### src/rtl/cv32e40p_ecc_pkg.sv
// Shared SEC-DED code geometry, encoder and status type for the ECC
// read/write paths.
package cv32e40p_ecc_pkg;

    typedef enum logic [1:0] {
        ECC_OK,
        ECC_CE,
        ECC_UE
    } ecc_status_e;

    localparam int ECC_MAX_DATA_W = 64;
    localparam int ECC_MAX_CODE_W = 72;
    localparam int ECC_IDX_W      = 7;
    localparam int ECC_POS_SCAN   = 128;

    function automatic bit ecc_is_pow2(input int v);
        return (v > 0) && ((v & (v - 1)) == 0);
    endfunction

    function automatic int ecc_par_w(input int data_w);
        int p;
        p = 0;
        for (int q = 1; q < 16; q++) begin
            if (p == 0 && (1 << q) >= data_w + q + 1) begin
                p = q;
            end
        end
        return p;
    endfunction

    // Code position of payload bit d: the d-th slot whose (index+1)
    // is not a power of two.
    function automatic int ecc_data_pos(input int d);
        int n;
        int pos;
        n   = 0;
        pos = 0;
        for (int i = 0; i < ECC_POS_SCAN; i++) begin
            if (!ecc_is_pow2(i + 1)) begin
                if (n == d) begin
                    pos = i;
                end
                n++;
            end
        end
        return pos;
    endfunction

    function automatic logic [ECC_MAX_CODE_W-1:0] ecc_encode(
        input logic [ECC_MAX_DATA_W-1:0] data,
        input int                        data_w
    );
        logic [ECC_MAX_CODE_W-1:0] code;
        logic [ECC_IDX_W-1:0]      idx;
        logic                      acc;
        int                        par_w;
        int                        code_w;
        par_w  = ecc_par_w(data_w);
        code_w = data_w + par_w + 1;
        code   = '0;
        for (int d = 0; d < ECC_MAX_DATA_W; d++) begin
            if (d < data_w) begin
                idx       = ECC_IDX_W'(ecc_data_pos(d));
                code[idx] = data[d];
            end
        end
        for (int k = 0; k < 8; k++) begin
            if (k < par_w) begin
                acc = 1'b0;
                for (int i = 0; i < ECC_MAX_CODE_W; i++) begin
                    if (i < code_w - 1 && (((i + 1) >> k) & 1) != 0) begin
                        acc = acc ^ code[i];
                    end
                end
                idx       = ECC_IDX_W'((1 << k) - 1);
                code[idx] = acc;
            end
        end
        acc = 1'b0;
        for (int i = 0; i < ECC_MAX_CODE_W; i++) begin
            if (i < code_w - 1) begin
                acc = acc ^ code[i];
            end
        end
        idx       = ECC_IDX_W'(code_w - 1);
        code[idx] = acc;
        return code;
    endfunction

endpackage

### src/rtl/cv32e40p_ecc_syndrome.sv
// Combinational SEC-DED checker: Hamming syndrome, overall parity and
// the single-bit correction mask for one codeword.
module cv32e40p_ecc_syndrome
    import cv32e40p_ecc_pkg::*;
#(
    parameter int DATA_W = 32,
    parameter int PAR_W  = ecc_par_w(DATA_W),
    parameter int CODE_W = DATA_W + PAR_W + 1
) (
    input  logic [CODE_W-1:0] code_i,
    output logic [PAR_W-1:0]  synd_o,
    output logic              par_o,
    output logic [CODE_W-1:0] mask_o
);

    logic [PAR_W-1:0] s;

    always_comb begin
        s = '0;
        for (int k = 0; k < PAR_W; k++) begin
            for (int i = 0; i < CODE_W - 1; i++) begin
                if ((((i + 1) >> k) & 1) != 0) begin
                    s[k] = s[k] ^ code_i[i];
                end
            end
        end
    end

    assign synd_o = s;
    assign par_o  = ^code_i;

    // Syndromes past the last code position cannot come from one flip.
    always_comb begin
        mask_o = '0;
        if (par_o) begin
            if (s == '0) begin
                mask_o[CODE_W-1] = 1'b1;
            end else if (int'(s) <= CODE_W - 1) begin
                for (int i = 0; i < CODE_W - 1; i++) begin
                    mask_o[i] = (int'(s) == i + 1);
                end
            end
        end
    end

endmodule

### src/rtl/cv32e40p_secded_decoder_pipe.sv
// Two-stage SEC-DED check/correct pipeline with valid/ready on both
// sides and saturating CE/UE event counters.
module cv32e40p_secded_decoder_pipe
    import cv32e40p_ecc_pkg::*;
#(
    parameter  int DATA_W = 32,
    parameter  int CNT_W  = 16,
    localparam int PAR_W  = ecc_par_w(DATA_W),
    localparam int CODE_W = DATA_W + PAR_W + 1
) (
    input  logic              clk,
    input  logic              rst_n,
    input  logic              in_valid_i,
    output logic              in_ready_o,
    input  logic [CODE_W-1:0] in_code_i,
    output logic              out_valid_o,
    input  logic              out_ready_i,
    output logic [DATA_W-1:0] out_data_o,
    output logic [CODE_W-1:0] out_code_o,
    output logic              out_ce_o,
    output logic              out_ue_o,
    output logic [PAR_W-1:0]  out_synd_o,
    input  logic              cnt_clr_i,
    output logic [CNT_W-1:0]  cnt_ce_o,
    output logic [CNT_W-1:0]  cnt_ue_o
);

    logic              s1_valid_q, s1_valid_d;
    logic [CODE_W-1:0] s1_code_q, s1_code_d;
    logic              s2_valid_q, s2_valid_d;
    logic [DATA_W-1:0] s2_data_q, s2_data_d;
    logic [CODE_W-1:0] s2_code_q, s2_code_d;
    logic              s2_ce_q, s2_ce_d;
    logic              s2_ue_q, s2_ue_d;
    logic [PAR_W-1:0]  s2_synd_q, s2_synd_d;
    logic [CNT_W-1:0]  cnt_ce_q, cnt_ce_d;
    logic [CNT_W-1:0]  cnt_ue_q, cnt_ue_d;

    logic              in_fire;
    logic              s1_moves;
    logic              s2_moves;
    logic [PAR_W-1:0]  s1_synd;
    logic              s1_par;
    logic [CODE_W-1:0] s1_mask;
    logic [CODE_W-1:0] s1_fixed;
    logic [DATA_W-1:0] s1_data;
    ecc_status_e       s1_status;

    assign s2_moves   = s2_valid_q & out_ready_i;
    assign s1_moves   = s1_valid_q & (~s2_valid_q | s2_moves);
    assign in_ready_o = ~s1_valid_q | s1_moves;
    assign in_fire    = in_valid_i & in_ready_o;

    cv32e40p_ecc_syndrome #(
        .DATA_W (DATA_W),
        .PAR_W  (PAR_W),
        .CODE_W (CODE_W)
    ) u_syndrome (
        .code_i (s1_code_q),
        .synd_o (s1_synd),
        .par_o  (s1_par),
        .mask_o (s1_mask)
    );

    // A UE leaves the mask empty, so the payload is the raw word.
    assign s1_fixed = s1_code_q ^ s1_mask;

    for (genvar d = 0; d < DATA_W; d++) begin : g_extract
        localparam int POS = ecc_data_pos(d);
        assign s1_data[d] = s1_fixed[POS];
    end

    always_comb begin
        s1_status = ECC_OK;
        if (|s1_mask) begin
            s1_status = ECC_CE;
        end else if (s1_par | (|s1_synd)) begin
            s1_status = ECC_UE;
        end
    end

    always_comb begin
        s1_valid_d = s1_valid_q;
        s1_code_d  = s1_code_q;
        if (in_fire) begin
            s1_valid_d = 1'b1;
            s1_code_d  = in_code_i;
        end else if (s1_moves) begin
            s1_valid_d = 1'b0;
        end
    end

    always_comb begin
        s2_valid_d = s2_valid_q;
        s2_data_d  = s2_data_q;
        s2_code_d  = s2_code_q;
        s2_ce_d    = s2_ce_q;
        s2_ue_d    = s2_ue_q;
        s2_synd_d  = s2_synd_q;
        if (s1_moves) begin
            s2_valid_d = 1'b1;
            s2_data_d  = s1_data;
            s2_code_d  = s1_fixed;
            s2_ce_d    = (s1_status == ECC_CE);
            s2_ue_d    = (s1_status == ECC_UE);
            s2_synd_d  = s1_synd;
        end else if (s2_moves) begin
            s2_valid_d = 1'b0;
        end
    end

    always_comb begin
        cnt_ce_d = cnt_ce_q;
        cnt_ue_d = cnt_ue_q;
        if (cnt_clr_i) begin
            cnt_ce_d = '0;
            cnt_ue_d = '0;
        end else if (s2_moves) begin
            if (s2_ce_q && cnt_ce_q != '1) begin
                cnt_ce_d = cnt_ce_q + 1'b1;
            end
            if (s2_ue_q && cnt_ue_q != '1) begin
                cnt_ue_d = cnt_ue_q + 1'b1;
            end
        end
    end

    always_ff @(posedge clk or negedge rst_n) begin
        if (!rst_n) begin
            s1_valid_q <= 1'b0;
            s1_code_q  <= '0;
            s2_valid_q <= 1'b0;
            s2_data_q  <= '0;
            s2_code_q  <= '0;
            s2_ce_q    <= 1'b0;
            s2_ue_q    <= 1'b0;
            s2_synd_q  <= '0;
            cnt_ce_q   <= '0;
            cnt_ue_q   <= '0;
        end else begin
            s1_valid_q <= s1_valid_d;
            s1_code_q  <= s1_code_d;
            s2_valid_q <= s2_valid_d;
            s2_data_q  <= s2_data_d;
            s2_code_q  <= s2_code_d;
            s2_ce_q    <= s2_ce_d;
            s2_ue_q    <= s2_ue_d;
            s2_synd_q  <= s2_synd_d;
            cnt_ce_q   <= cnt_ce_d;
            cnt_ue_q   <= cnt_ue_d;
        end
    end

    assign out_valid_o = s2_valid_q;
    assign out_data_o  = s2_data_q;
    assign out_code_o  = s2_code_q;
    assign out_ce_o    = s2_ce_q;
    assign out_ue_o    = s2_ue_q;
    assign out_synd_o  = s2_synd_q;
    assign cnt_ce_o    = cnt_ce_q;
    assign cnt_ue_o    = cnt_ue_q;

endmodule

### config.mk
export PLATFORM = sky130hd
export DESIGN_NAME = cv32e40p_secded_decoder_pipe
export DESIGN_NICKNAME = d
export VERILOG_FILES = /design/src/rtl/cv32e40p_ecc_pkg.sv /design/src/rtl/cv32e40p_ecc_syndrome.sv /design/src/rtl/cv32e40p_secded_decoder_pipe.sv
export SDC_FILE = /design/constraint.sdc
export NUM_CORES = 1
export LEC_CHECK = 0
export ABC_AREA = 1
export ABC_CLOCK_PERIOD_IN_PS = 2400
export BUFFER_PORTS_ARGS = -buffer_cell sky130_fd_sc_hd__buf_2
export CELL_PAD_IN_SITES_DETAIL_PLACEMENT = 0
export CELL_PAD_IN_SITES_GLOBAL_PLACEMENT = 1
export CORE_ASPECT_RATIO = 0.5
export CORE_UTILIZATION = 40
export CTS_BUF_LIST = sky130_fd_sc_hd__clkbuf_8
export DETAILED_ROUTE_END_ITERATION = 10
export HOLD_SLACK_MARGIN = 0.03
export PLACE_DENSITY_LB_ADDON = 0.1
export SLEW_MARGIN = 20
export SYNTH_ARGS = -nofsm -noshare
export SYNTH_HDL_FRONTEND = slang
export SYNTH_SLANG_ARGS = --single-unit
### constraint.sdc
create_clock -name clk -period 2.4 [get_ports clk]
set_input_delay 0.24 -clock clk [delete_from_list [all_inputs] [get_ports clk]]
set_output_delay 0.24 -clock clk [all_outputs]
set_load 0.05 [all_outputs]
==> results of run 1 <==
## worst paths after layout
kind	start	endpoint	slack, ps	cells past startpoint
hold / removal	in_code_i[19]	s1_code_q[19]	50	3
setup reg to reg	s1_code_q[14]	out_ce_o	-170	19
setup / recovery	s1_code_q[14]	out_ce_o	-170	19
hold reg to reg	out_synd_o[2]	out_synd_o[2]	480	2
min in group asynchronous	rst_n	cnt_ce_o[7]	300	2
max in group asynchronous	rst_n	s1_code_q[6]	1410	3
## timing repair
item	CTS	global route
gates resized for setup	88	196
buffers inserted	23	31
endpoints found under the hold margin	69	0
endpoints found under the setup margin	41	48
hold buffers	33	0
pin swaps	43	85
## registers in the layout, indices dropped and copies added (netlist names), 6 cells and up
name,cells
out_data_o,31
out_code_o,8
cnt_ce_o,16
cnt_ue_o,16
s1_code_q,39
out_synd_o,6
## through the flow
stage	utilization (%)	power [uW]	hold WS, ps	instances
floorplan	-	8280	-55.6	1092
global placement	51.6	10600	260	1586
detailed placement	51.6	10600	265	1586
CTS	58.0	13300	31.6	1672
global route	62.8	15800	56.4	1701
finish	62.8	15000	46.0	1701
## power groups by stage
| stage | clock [uW] | sequential (uW) | combinational, uW |
|---|---|---|---|
| after floorplan | 0 | 3950 | 4320 |
| after global placement | 0 | 2940 | 7650 |
| after detailed placement | 0 | 2970 | 7680 |
| after CTS | 1900 | 2930 | 8510 |
| after global routing | 1980 | 3000 | 10800 |
| final | 1860 | 2930 | 10200 |
## routing by layer
layer  wire length, um  vias to the layer above  GRT usage, %
met5                 0                        -             0
li1                  -                     4069             -
met1             13100                     3781          37.2
met4               438                        0          7.11
met3              1060                       35          4.86
met2             11300                      154          39.7
## area by class of cell
class	instances	share of cell area, %
timing repair buffer	390	23.7
clock buffer	18	2.09
multi-input combinational	788	40.9
sequential	120	25.5
inverter	112	3.89
tap	259	2.73
clock inverter	14	1.16
## cells in the final DEF, fill, tap and decap left out, types with 23 or more instances in the layout
cell type / instances
buf_4: 162
nand2_2: 70
o21ai_0: 23
a21oi_1: 76
buf_2: 155
dfrtp_2: 24
nand2_4: 31
nor2_1: 92
nand2_1: 240
inv_1: 63
dfrtp_1: 96
dlygate4sd3_1: 33
inv_2: 39
buf_6: 35
nand3_1: 40
xor2_1: 53
## cells in the mapped netlist (4+ instances only)
cell	instances	area share (%)
buf_2	7	0.44
nand4_1	7	0.55
a21oi_1	80	5.0
nand2_4	8	1.1
nor3_1	7	0.44
nand2_2	28	2.2
nand3_2	7	0.88
nor2_2	4	0.32
inv_4	5	0.39
inv_1	68	3.2
buf_4	39	3.7
a211oi_1	5	0.47
o21ai_1	7	0.44
nand3_1	62	3.9
xnor2_1	22	2.4
nor2_1	119	5.6
nand2_1	309	15
mux2_2	6	0.85
clkbuf_1	20	0.95
o21ai_0	35	2.2
buf_6	6	0.85
dfrtp_1	120	38
inv_2	37	1.7
xor2_1	59	6.5
## worst max-delay path, delay by kind of cell, from the launching register on
family	cells	cell delay, ps
XOR/XNOR	1	130
AND/OR/NAND/NOR	12	1290
flip-flops	1	490
buffers and inverters	5	510
AO/OA/AOI/OAI	1	30
## cells by family after synthesis
group,Yosys count,synth area share (%)
buf+inv,184,11.4
fa+ha+maj,2,0.315
flops,120,37.8
mux,6,0.851
simple gates,560,30.8
xor+xnor,84,9.55
compound gates,136,9.23
==> flow_summary_export.csv, run 1 <==
group,metric,value,unit
pwr,p_sw,7840,uW
clock_tree,clk_path_buf_depth,2,
finish,multi_input_area,0.00486,mm^2
pwr,p_int,7110,uW
sta,timing.final.ws_setup,-165,ps
synth,synth_flop_cell,"dfrtp_1",
synth,syn-num-nets,1138,
pwr,ir_drop,0.650,mV
finish,regArea,0.00303,mm^2
worst_setup_path,crit_required,2750,ps
finish,n_antenna_cell,0,
sta,tns,-1010,ps
worst_setup_path,worstPathMaxFanout,6,
synth,avgSynthCellArea,7.27,um^2
worst_setup_path,critPathCaptureType,"flip-flop",
synth,synth-seq-cells,120,
finish,drive_gt1_share,46.0,%
finish,fillCellCount,1771,
synth,synth.distinct_cells,43,
sta,rsz0062_at_grt,"yes",
synth,synth-async-reset-ratio,100,%
routing,drt-pass1-iter-count,5,
routing,vias,8039,
worst_setup_path,crit_path_frequent_cell,"nand3_1",
sta,fin_crit,2570,ps
synth,syn_area,0.00794,mm^2
pwr,switching_share,52.4,%
floorplanning,pin_count,157,
pwr,power_density,1260,mW/mm^2
global_routing,track_usage,25.8,%
clock_tree,h-tree-depth,4,
placement,hpwlAfterDp,19.5,mm
floorplanning,core,0.0189,mm^2
global_routing,antenna_found_initial,0,
finish,area_delta_synth_final,49.6,%
synth,synth-edff-count,0,
synth,yosysWarnings,0,
sta,tightest_slew,675,ps
pwr,p_seq_share,19.6,%
sta,setup_violations,19,
placement,placed_area,0.00976,mm^2
sta,hold_viol,0,
floorplanning,start_util,42.0,%
run_status,status,"finished with violations",
synth,yosysSeqAreaShare,37.8,%
routing,drc,0,
routing,routedWlPerCell,15.2,um
floorplanning,die_h,102,um
clock_tree,cts_tree,"built",
sta,timing.final.crit_share,107,%
finish,final_design_area_no_fill,0.0119,mm^2
job,drv_cap,0,
finish,fin_nets,1475,
run_status,failed_checks,"setup timing",
pwr,comb_power_share,68.0,%
routing,drt-initial-drc-count,310,
clock_tree,insertion_delay,460,ps
floorplanning,num_rows,35,
routing,viasPerCell,4.73,
floorplanning,dieArea,0.0205,mm^2
clock_tree,cts_sinks,120,
placement,place_ws,-395,ps
synth,synth_cells,1092,
global_routing,grt_pass1_vias,7372,
clock_tree,clk_pin_slew,80,ps
worst_hold_path,hp-class,"in -> reg",
pwr,clkPwrFrac,12.5,%
routing,ant_nets,0,
sta,maxSlewViolCount,0,
worst_setup_path,crit_slowest_cell,"dfrtp_2",
clock_tree,numCtsBuffers,17,
worst_setup_path,crit_arrival,2910,ps
worst_setup_path,critPathMaxStageDelay,490,ps
sta,fmax,390,MHz
clock_tree,root_buffer,"clkbuf_8",
placement,globalplace.congestion,0.923,
routing,routed_wl,25.9,mm
sta,finClkSkew,20.2,ps
global_routing,grt_max_degree,51,
global_routing,grt_first_pass_wirelength,39.9,mm
sta,relSlewSlack,54.8,%
worst_setup_path,worst_setup_path_start_kind,"flip-flop",
floorplanning,die_w,201,um
global_routing,overflow,0,
placement,io_buffers,156,
worst_setup_path,path_cells,"buf_4 > xnor2_1 > nand2_1 > nand2_1 > inv_1 > nand3_1 > nand3_2 > nand2_4 > buf_4 > buf_4 > a21oi_2 > nand2_1 > nand3_1 > nand3_1 > nand3_1 > nor2_2 > nand3_1 > nand2_1 > inv_1",
pwr,p_leak,0.00604,uW
worst_setup_path,crit_type,"reg -> reg",
No activity file was read; power rests on OpenSTA's default activity.
==> run 2, diff against run 1 <==
--- a/config.mk
+++ b/config.mk
@@ -11,7 +11,7 @@
 export CELL_PAD_IN_SITES_DETAIL_PLACEMENT = 0
 export CELL_PAD_IN_SITES_GLOBAL_PLACEMENT = 1
 export CORE_ASPECT_RATIO = 0.5
-export CORE_UTILIZATION = 40
+export CORE_UTILIZATION = 41
 export CTS_BUF_LIST = sky130_fd_sc_hd__clkbuf_8
 export DETAILED_ROUTE_END_ITERATION = 10
 export HOLD_SLACK_MARGIN = 0.03
==> flow_summary_export.csv, run 2 (synthesis gave the netlist of run 1 again) <==
group,metric,value,unit
clock_tree,root_buffer,"clkbuf_8",
run_status,failed_checks,"setup timing",
finish,fillCellCount,1721,
sta,setup_violations,23,
floorplanning,die_w,199,um
worst_setup_path,crit_type,"reg -> reg",
clock_tree,insertion_delay,470,ps
worst_setup_path,worstPathMaxFanout,7,
floorplanning,num_rows,35,
placement,globalplace.congestion,0.943,
sta,fmax,394,MHz
global_routing,track_usage,25.9,%
placement,io_buffers,156,
routing,vias,7902,
worst_setup_path,crit_arrival,2930,ps
global_routing,grt_pass1_vias,7089,
sta,tightest_slew,641,ps
sta,tns,-1470,ps
floorplanning,dieArea,0.0200,mm^2
finish,final_cell_mix,"229 x nand2_1, 161 x buf_4, 156 x buf_2",
pwr,power_density,1250,mW/mm^2
run_status,status,"finished with violations",
global_routing,antenna_found_initial,0,
placement,placed_area,0.00971,mm^2
worst_hold_path,hp-class,"in -> reg",
routing,routedWlPerCell,15.5,um
sta,fin_crit,2540,ps
finish,largest_reg_flops,39,
job,drv_cap,0,
clock_tree,numCtsBuffers,17,
routing,drt-pass1-iter-count,4,
placement,place_ws,-468,ps
clock_tree,clk_pin_slew,80,ps
finish,area_delta_synth_final,49.8,%
worst_setup_path,critPathCaptureType,"flip-flop",
finish,mostFrequentLayoutCell,"nand2_1",
sta,maxSlewViolCount,0,
sta,timing.final.crit_share,106,%
placement,hpwlAfterDp,19.7,mm
finish,regArea,0.00303,mm^2
floorplanning,die_h,100,um
placement,dp_cells,1580,
sta,relSlewSlack,57.1,%
routing,ant_nets,0,
finish,multi_input_area,0.00502,mm^2
finish,drive_gt1_share,47.0,%
routing,routed_wl,26.2,mm
clock_tree,clk_path_buf_depth,2,
global_routing,grt_first_pass_wirelength,38.5,mm
worst_setup_path,crit_required,2790,ps
floorplanning,core,0.0187,mm^2
finish,fin_cells,1685,
routing,viasPerCell,4.69,
floorplanning,start_util,42.5,%
clock_tree,cts_sinks,120,
sta,timing.final.ws_setup,-137,ps
worst_setup_path,worst_setup_path_start_kind,"flip-flop",
floorplanning,pin_count,157,
finish,fin_nets,1460,
finish,top_register,"s1_code_q",
clock_tree,h-tree-depth,4,
pwr,p_leak,0.00601,uW
clock_tree,cts_tree,"built",
sta,hold_viol,0,
sta,rsz0062_at_grt,"yes",
finish,n_antenna_cell,0,
global_routing,overflow,0,
pwr,ir_drop,0.629,mV
routing,drt-initial-drc-count,393,
routing,drc,0,
finish,final_design_area_no_fill,0.0119,mm^2
global_routing,grt_max_degree,55,
sta,finClkSkew,12.9,ps
-- run 2: cell count changes in the layout (fill, tap and decap cells not counted), moves of 8 or more --
cell     change
nand2_1     -11
buf_6       -16
xor2_1       -9
nand2_2     +12
xor2_2       +8
-- run 2: cell type report --
cell class	count	share of cell area, %
clock buffers	22	2.54
clock inverters	9	1.05
inverters	112	3.94
multi-input cells	788	42.2
flip-flops and latches	120	25.5
well taps	259	2.72
repair buffers	375	22.1
-- run 2: final timing paths --
| check | from | to | slack (ps) | cells after the start |
|---|---|---|---|---|
| max | s1_code_q[22] | out_data_o[1] | -140 | 19 |
| min | in_code_i[21] | s1_code_q[21] | 50 | 3 |
| max reg2reg | s1_code_q[22] | out_data_o[1] | -140 | 19 |
| min reg2reg | out_synd_o[1] | out_synd_o[1] | 480 | 2 |
| max in group asynchronous | rst_n | s1_code_q[21] | 1270 | 3 |
| min in group asynchronous | rst_n | cnt_ce_o[6] | 260 | 2 |
-- run 2: timing repair --
action | in CTS | in global routing
gates resized for setup | 78 | 217
pin swaps | 13 | 83
hold buffers | 35 | 0
setup buffers | 12 | 29
endpoints found under the setup margin | 41 | 51
endpoints found under the hold margin | 68 | 0
-- run 2: critical path: stages, from the launching register on --
cell	delay (ps)
dfrtp_2	420
buf_6	140
nand2_4	60
inv_2	30
nor2_1	100
nand2_1	70
nand2_2	120
inv_2	50
nand2_2	100
nand2_2	80
nand2_4	100
nand3_4	110
nand2_8	160
nand2_8	80
buf_6	130
nor2_4	210
buf_4	150
nand2_1	70
xor2_2	150
o21ai_0	130
-- run 2: metal layers --
| metal | track usage, % | part of all wire, % | vias up |
|---|---|---|---|
| met5 | 0 | 0 | - |
| met4 | 6.09 | 0.93 | 0 |
| met3 | 4.57 | 4.5 | 20 |
| met2 | 39.3 | 45 | 143 |
| met1 | 38.2 | 50 | 3706 |
| li1 | - | - | 4033 |
-- run 2: where the power goes --
| part | internal (uW) | total (uW) | switching, uW |
|---|---|---|---|
| combinational | 3500 | 9910 | 6410 |
| clock | 1150 | 2040 | 889 |
| sequential | 2470 | 2910 | 445 |
-- run 2: metrics by stage --
step	utilization (%)	total power [uW]	hold WS (ps)
after floorplan	-	8280	-55.6
after global placement	52.0	10600	240
after detailed placement	52.0	10600	235
after CTS	58.0	13300	30.9
after global routing	63.6	15700	47.2
final	63.6	14900	49.6
